[src/rtl/axi4s_pkt_reader.sv]
// axi4s_pkt_reader: takes {addr, len} descriptors, reads len words from a
// 1-cycle-latency packet RAM and streams them out on AXI4-Stream with tlast
// on the final beat. A 2-entry skid FIFO decouples RAM latency from tready.
// Optional: define AXI4S_PKT_READER_STATS_EN to add pkt_cnt_o (tlast count).
module axi4s_pkt_reader #(
  parameter int AXI_WIDTH  = 64,
  parameter int ADDR_WIDTH = 10,
  parameter int LEN_WIDTH  = 11
) (
  input  logic                  clk_i,
  input  logic                  rst_ni,
  input  logic [ADDR_WIDTH-1:0] desc_addr_i,
  input  logic [LEN_WIDTH-1:0]  desc_len_i,
  input  logic                  desc_valid_i,
  output logic                  desc_ready_o,
  output logic                  rd_en_o,
  output logic [ADDR_WIDTH-1:0] rd_addr_o,
  input  logic [AXI_WIDTH-1:0]  rd_data_i,
`ifdef AXI4S_PKT_READER_STATS_EN
  output logic [31:0]           pkt_cnt_o,
`endif
  output logic [AXI_WIDTH-1:0]  s_tdata_o,
  output logic                  s_tvalid_o,
  input  logic                  s_tready_i,
  output logic                  s_tlast_o
);

  typedef enum logic {IDLE, READ} state_e;

  state_e                state_q, state_d;
  logic [ADDR_WIDTH-1:0] addr_q, addr_d;
  logic [LEN_WIDTH-1:0]  beats_q, beats_d;
  logic                  infl_q, infl_d;          // RAM word arriving this cycle
  logic                  infl_last_q, infl_last_d;
  logic [AXI_WIDTH-1:0]  fifo_data_q [2];
  logic [AXI_WIDTH-1:0]  fifo_data_d [2];
  logic [1:0]            fifo_last_q, fifo_last_d;
  logic                  wr_ptr_q, wr_ptr_d;
  logic                  rd_ptr_q, rd_ptr_d;
  logic [1:0]            cnt_q, cnt_d;

  logic                  pop;
  logic                  head_last;
  logic [2:0]            occ;
  logic                  rd_en;

  // Occupancy seen by the next read includes the word in flight and credits
  // this cycle's pop, so back-to-back reads sustain 1 beat/cycle.
  assign pop       = (cnt_q != 2'd0) && s_tready_i;
  assign head_last = fifo_last_q[rd_ptr_q];
  assign occ       = {1'b0, cnt_q} + {2'b00, infl_q} - {2'b00, pop};
  assign rd_en     = (state_q == READ) && (beats_q != '0) && (occ < 3'd2);

  // Ready is masked by reset so nothing is accepted while held in reset.
  assign desc_ready_o = (state_q == IDLE) && rst_ni;
  assign rd_en_o      = rd_en;
  assign rd_addr_o    = addr_q;
  assign s_tvalid_o   = (cnt_q != 2'd0);
  assign s_tdata_o    = fifo_data_q[rd_ptr_q];
  assign s_tlast_o    = s_tvalid_o && head_last;

  // Next-state: descriptor intake, read issue, FIFO push/pop.
  always_comb begin
    state_d     = state_q;
    addr_d      = addr_q;
    beats_d     = beats_q;
    fifo_data_d = fifo_data_q;
    fifo_last_d = fifo_last_q;
    wr_ptr_d    = wr_ptr_q;
    rd_ptr_d    = rd_ptr_q;
    infl_d      = rd_en;
    infl_last_d = rd_en && (beats_q == LEN_WIDTH'(1));
    cnt_d       = cnt_q + {1'b0, infl_q} - {1'b0, pop};

    case (state_q)
      IDLE: begin
        if (desc_valid_i && desc_ready_o) begin
          addr_d  = desc_addr_i;
          beats_d = desc_len_i;
          if (desc_len_i != '0) state_d = READ;
        end
      end
      READ: begin
        if (rd_en) begin
          addr_d  = addr_q + ADDR_WIDTH'(1);
          beats_d = beats_q - LEN_WIDTH'(1);
        end
        if (pop && head_last) state_d = IDLE;
      end
      default: state_d = IDLE;
    endcase

    if (infl_q) begin
      fifo_data_d[wr_ptr_q] = rd_data_i;
      fifo_last_d[wr_ptr_q] = infl_last_q;
      wr_ptr_d              = ~wr_ptr_q;
    end
    if (pop) rd_ptr_d = ~rd_ptr_q;
  end

  // State register; reset drops any packet and in-flight RAM data.
  always_ff @(posedge clk_i or negedge rst_ni) begin
    if (!rst_ni) begin
      state_q        <= IDLE;
      addr_q         <= '0;
      beats_q        <= '0;
      infl_q         <= 1'b0;
      infl_last_q    <= 1'b0;
      fifo_data_q[0] <= '0;
      fifo_data_q[1] <= '0;
      fifo_last_q    <= '0;
      wr_ptr_q       <= 1'b0;
      rd_ptr_q       <= 1'b0;
      cnt_q          <= '0;
    end else begin
      state_q     <= state_d;
      addr_q      <= addr_d;
      beats_q     <= beats_d;
      infl_q      <= infl_d;
      infl_last_q <= infl_last_d;
      fifo_data_q <= fifo_data_d;
      fifo_last_q <= fifo_last_d;
      wr_ptr_q    <= wr_ptr_d;
      rd_ptr_q    <= rd_ptr_d;
      cnt_q       <= cnt_d;
    end
  end

`ifdef AXI4S_PKT_READER_STATS_EN
  logic [31:0] pkt_cnt_q, pkt_cnt_d;

  // Count completed packets (tlast handshakes); wraps naturally.
  always_comb begin
    pkt_cnt_d = pkt_cnt_q + 32'(pop && head_last);
  end

  // Packet counter register.
  always_ff @(posedge clk_i or negedge rst_ni) begin
    if (!rst_ni) pkt_cnt_q <= '0;
    else         pkt_cnt_q <= pkt_cnt_d;
  end

  assign pkt_cnt_o = pkt_cnt_q;
`endif

endmodule

[config.mk]
export PLATFORM = sky130hd
export DESIGN_NAME = axi4s_pkt_reader
export DESIGN_NICKNAME = d
export VERILOG_FILES = /design/src/rtl/axi4s_pkt_reader.sv
export SDC_FILE = /design/constraint.sdc
export NUM_CORES = 1
export LEC_CHECK = 0
export ABC_AREA = 1
export CORE_MARGIN = 5
export CORE_UTILIZATION = 45
export DETAILED_ROUTE_END_ITERATION = 12
export PLACE_DENSITY = 0.77
export REMOVE_ABC_BUFFERS = 1
export SLEW_MARGIN = 20
export SYNTH_ARGS = -nofsm -noshare
export SYNTH_HDL_FRONTEND = slang
export SYNTH_SLANG_ARGS = --single-unit
[constraint.sdc]
create_clock -name clk_i -period 5.3 [get_ports clk_i]
set_input_delay 0.53 -clock clk_i [delete_from_list [all_inputs] [get_ports clk_i]]
set_output_delay 0.53 -clock clk_i [all_outputs]
set_load 0.03 [all_outputs]
Word level (Yosys, flattened, before mapping) --
Cells that the tools add are included.
Word-level totals: register bits 158, latch bits 0, RAM bits 0, bits in read-only memories 0, input port bits 89, output and inout port bits 78, logic and storage cells 67, memories kept 0
Cells by class: add/sub/neg operators 6, multiply operators 0, div/mod/pow operators 0, $lt $le $gt $ge 7, equality and inequality tests 3, shift operators 0, multiplexer cells 21, bitwise logic cells 5, reduce and logical (&&, ||, !) cells 14
Operator list (number):
- 64-bit two-way mux | 4
- 128-bit bitwise mux | 1
- 64-bit demux with 1-bit select | 1
- 11-bit two-way mux | 2
- 11-bit case mux with 2 select lines | 1
- 11-bit nonzero test | 2
- 10-bit two-way mux | 2
- 10-bit case mux with 2 select lines | 1
- 11-bit by 1-bit == test with 1-bit output (second input constant) | 1
- 11-bit by 1-bit subtractor with 11-bit output (second input constant) | 1
- 10-bit by 1-bit adder with 10-bit output (second input constant) | 1
- 1-bit logical AND | 10
- 1-bit two-way mux | 6
- 2-bit >= comparator (second input constant) | 2
- 1-bit by 2-bit less-than comparator with 1-bit output (second input constant) | 2
- 2-bit by 1-bit != test with 1-bit output (second input constant) | 2
- 1-bit NOT with 2-bit output | 2
- 2-bit by 1-bit adder with 3-bit output | 1
- 3-bit by 2-bit less-than comparator with 1-bit output (second input constant) | 1
- 1-bit NOT | 3
- 3-bit by 1-bit subtractor with 3-bit output | 1
- 2-bit by 1-bit adder with 2-bit output | 1
- 2-bit bitwise mux | 1
- 2-bit by 1-bit less-than comparator with 1-bit output (second input constant) | 1
- 6 further kinds | 6

Logic depth before layout (Yosys ltp) --
word-level depth 7, mapped depth 18, depth with buffers taken out 16

Least setup slack after synthesis --
Ideal clock, no wire load.
path kind register to output, start point register cnt_q[1], end point output port rd_en_o, arrival time 2.364 ns, required time 4.770 ns, path slack 2.406 ns, stages on the path, launching flop included 14, path buffers 0, cells stage by stage dfrtp_1 -> inv_1 -> nand2_1 -> nand2_1 -> inv_1 -> ha_1 -> inv_1 -> ha_1 -> fa_1 -> nor2_1 -> nand2_1 -> nor2_1 -> nand2_2 -> inv_1
On the way: cells in the longest elaborated chain, start to end 5, elaborated cells on any way between the ends 6, classes of those cells add/sub (2); order compare (1); reduce/logical (3)
RTL lines:
- from (decl) | RTL line 40 | logic [1:0] cnt_q, cnt_d;
- from (signal assigned) | RTL line 125 | cnt_q <= cnt_d;
- 2-bit nonzero test
- net s_tvalid_o | RTL line 23 | output logic s_tvalid_o,
- 1-bit logical AND | RTL line 49 | assign pop = (cnt_q != 2'd0) && s_tready_i;
- net pop | RTL line 42 | logic pop;
- 3-bit by 1-bit subtractor with 3-bit output | RTL line 51 | assign occ = {1'b0, cnt_q} + {2'b00, infl_q} - {2'b00, pop};
- 3-bit by 2-bit less-than comparator with 1-bit output | RTL line 52 | assign rd_en = (state_q == READ) && (beats_q != '0) && (occ < 3'd2);
- 1-bit logical AND | RTL line 52
- to (decl) | RTL line 16 | output logic rd_en_o,
The timed path passes the listed nets, and every way through them passes these cells.

Final worst setup path --
start point register cnt_q[1], end point output port rd_en_o
On the way: cells in the longest elaborated chain, start to end 5, elaborated cells on any way between the ends 6, classes of those cells add/sub (2); order compare (1); reduce/logical (3)
RTL lines (RTL line):
- 2-bit nonzero test | 49
- 1-bit logical AND | 49
- net pop | 42
- 3-bit by 1-bit subtractor with 3-bit output | 51
- 3-bit by 2-bit less-than comparator with 1-bit output | 52
- 1-bit logical AND | 52
The timed path passes the listed nets, and every way through them passes these cells.

==> qor.yml <==
clocking:
  insertion_delay_ps: 420
  clock-sinks: 158
  ctsResizeCount: 0
  cts_tree: "yes"
  cts_max_path_buffers: 2
  cts_hold_buf: 0
  postCtsSetupRepairBufs: 0
  cts-buffers-inserted: 17
  root_buffer: "clkbuf_16"
  h-tree-depth: 4
  cts.clk_slew.worst_paths_ps: 60
cells_and_area:
  layout-drive-gt1-share_pct: 4.525
  num_antenna_cells: 0
  nets: 1210
  stdcell_area_mm2: 0.009784
  syn2layout_area_growth_pct: 32.21
floorplanning:
  num_io_pins: 167
  fp.coreArea_mm2: 0.01600
  dieArea_mm2: 0.01911
  die_w_um: 138.2
  dieHeight_um: 138.2
  row_count: 46
  initial_core_util_pct: 46.25
power:
  ir_worst_vdd_mv: 0.2971
  power_density_mw_per_mm2: 708.4
  leakage_nw: 4.994
global_route:
  grt_usage_pct: 19.21
  grt_overflow_total: 0
  busiest_layer: "met2"
  grtUsageMet3_pct: 5.103
  grt_start_max_net_pins: 95
  grt_util_met1_pct: 26.18
  grt_pass1_wl_um: 30670
  grt_pass1_vias: 6255
  antenna_found_initial: 0
  grtUsageMet2_pct: 30.86
drt:
  num_vias: 6446
  routed_via_density: 4.800
  drt_wl_total_um: 18200
  wl_per_cell_um: 13.55
  dr.pass1.iters: 5
  drt_iter0_markers: 420
  drc: 0
  ant_nets: 0
sta:
  fin_crit_sh_pct: 70.84
  slew_viol_final: 0
  min_period_ps: 3754
  max_freq_mhz: 266.4
  hold_viol: 0
  setup_tns_ps: 0
  worst_pin_slew_ps: 845.1
  rsz0062_at_grt: "false"
  slew_headroom_pct: 43.66
  skew_ps: 7.058
  setup_viol: 0
  fin_ws_ps: 1546
setup_path:
  arrival_ps: 3220
  start_kind: "flop"
  path_max_fanout: 4
  critPathRequiredTime_ps: 4770
  r2r_setup_slack_ps: 2370
  worstRegToRegCells: 16
  end_kind: "output port"
  crit_type: "flop to output port"
status:
  status: "finished, final reports clean"
synth:
  syn_inst: 974
  synth_area_leaders: "dfrtp_1 (53%), nand2_1 (22%), o21ai_0 (10%)"
  yosysTopAreaCell: "dfrtp_1"
  synth_top_area_share_pct: 53.42
  syn_avg_cell_area_um2: 7.598
  synth_cell_types: 26
  syn_area_mm2: 0.007401
  ys_seq_elements: 158
  yosysWarnings: 0
  ys_seq_area_share_pct: 53.42
place:
  portBuffers: 166
  dp_hpwl_um: 12150
  dpl_cell_area_mm2: 0.009169
  gp_congestion: 0.8606
  dp_slack_ps: 1603
flow_run:
  cap_violations: 0
hold_path:
  hp-class: "input port to async pin"
cell usage after synthesis (all sizes together):
library cell / n
nand3b: 2
nand3: 29
o21bai: 1
nor3: 1
o21ai: 150
inv: 100
ha: 6
nor2: 24
buf: 17
nand4: 3
nand2: 439
xor2: 2
fa: 1
a21oi: 2
mux2i: 1
a31oi: 1
dfrtp: 158
clkbuf: 34
or2: 3
routing by layer:
layer / wire [µm] / vias to the layer above / share of wire [%]
met5: 0 / - / 0
met4: 200 / 0 / 1.1
li1: - / 3285 / -
met2: 8635 / 187 / 47
met3: 1156 / 17 / 6.4
met1: 8202 / 2957 / 45
stage by stage:
step / hold WS (ps) / power [mW] / instances / utilization [%]
6_report: 181.4 / 6.931 / 1343 / 61.15
5_1_grt: 249.5 / 7.458 / 1343 / 61.15
4_1_cts: 211.5 / 6.998 / 1343 / 61.15
3_5_place_dp: 473.1 / 5.708 / 1311 / 57.30
3_3_place_gp: 464.7 / 5.618 / 1311 / 57.30
2_1_floorplan: 234.4 / 4.312 / 923 / -
cell type report:
class,count,area (µm²)
fillers,1440,6216
flip-flops and latches,158,3955
multi-input cells,665,2858
repair buffers,172,1708
clock buffers,19,452.9
inverters,100,377.9
well taps,216,270.3
clock inverters,13,162.7
critical path, cell delays in order (launching register included):
cell and delay [ps]:
dfrtp_1 400, inv_1 120, nand2_1 80, nand2_1 110, inv_1 60, ha_1 260, inv_1 40, ha_1 180
fa_1 450, nor2_1 110, nand2_1 60, nor2_1 110, nand2_2 90, inv_1 70, clkdlybuf4s50_1 660
final timing paths:
kind                                   endpoint            start
worst max-delay path                    rd_en_o         cnt_q[1]
worst min-delay path            fifo_data_q[55]           rst_ni
worst max register to register     rd_addr_o[7]         cnt_q[1]
worst min register to register  fifo_data_q[75]  fifo_data_q[75]
max in group asynchronous              rd_ptr_q           rst_ni
min in group clk_i              fifo_data_q[75]  fifo_data_q[75]
report_power, final:
group,switching [mW],total [mW],leakage (nW),internal [mW]
clock network,0.496,1.26,0.295,0.767
logic,2.23,3.53,2.75,1.30
registers,0.342,2.14,1.94,1.80
total,3.06,6.93,4.99,3.87
registers in the layout (all words and copies together) (netlist names):
| signal | flops |
|---|---|
| beats_q | 11 |
| cnt_q | 2 |
| fifo_data_q | 128 |
| fifo_last_q | 2 |
| infl_last_q | 1 |
| infl_q | 1 |
| rd_addr_o | 10 |
| rd_ptr_q | 1 |
| state_q | 1 |
| wr_ptr_q | 1 |
kinds of logic after synthesis:
kind of cell               count (synthesis)  share of synthesized area, %
AOI/OAI and AO/OA                        154                         10.47
DFF                                      158                         53.42
and+or+nand+nor                          501                         26.36
adders and majority gates                  7                         1.285
buffers and inverters                    151                         8.098
xor gates and xnor gates                   2                        0.2367
muxes                                      1                        0.1353
cell usage in the layout, fill, tap and decap left out, drive strengths merged, types with 3 or more instances in the layout:
cell,netlist,final
buf,17,7
or2,3,3
nor2,24,24
bufinv,0,3
ha,6,6
clkdlybuf4s50,0,165
nand3,29,29
dfrtp,158,158
clkbuf,34,19
o21ai,150,150
inv,100,101
clkinv,0,6
nand4,3,3
nand2,439,439
clkinvlp,0,3
(Power assumes the default switching activity.)
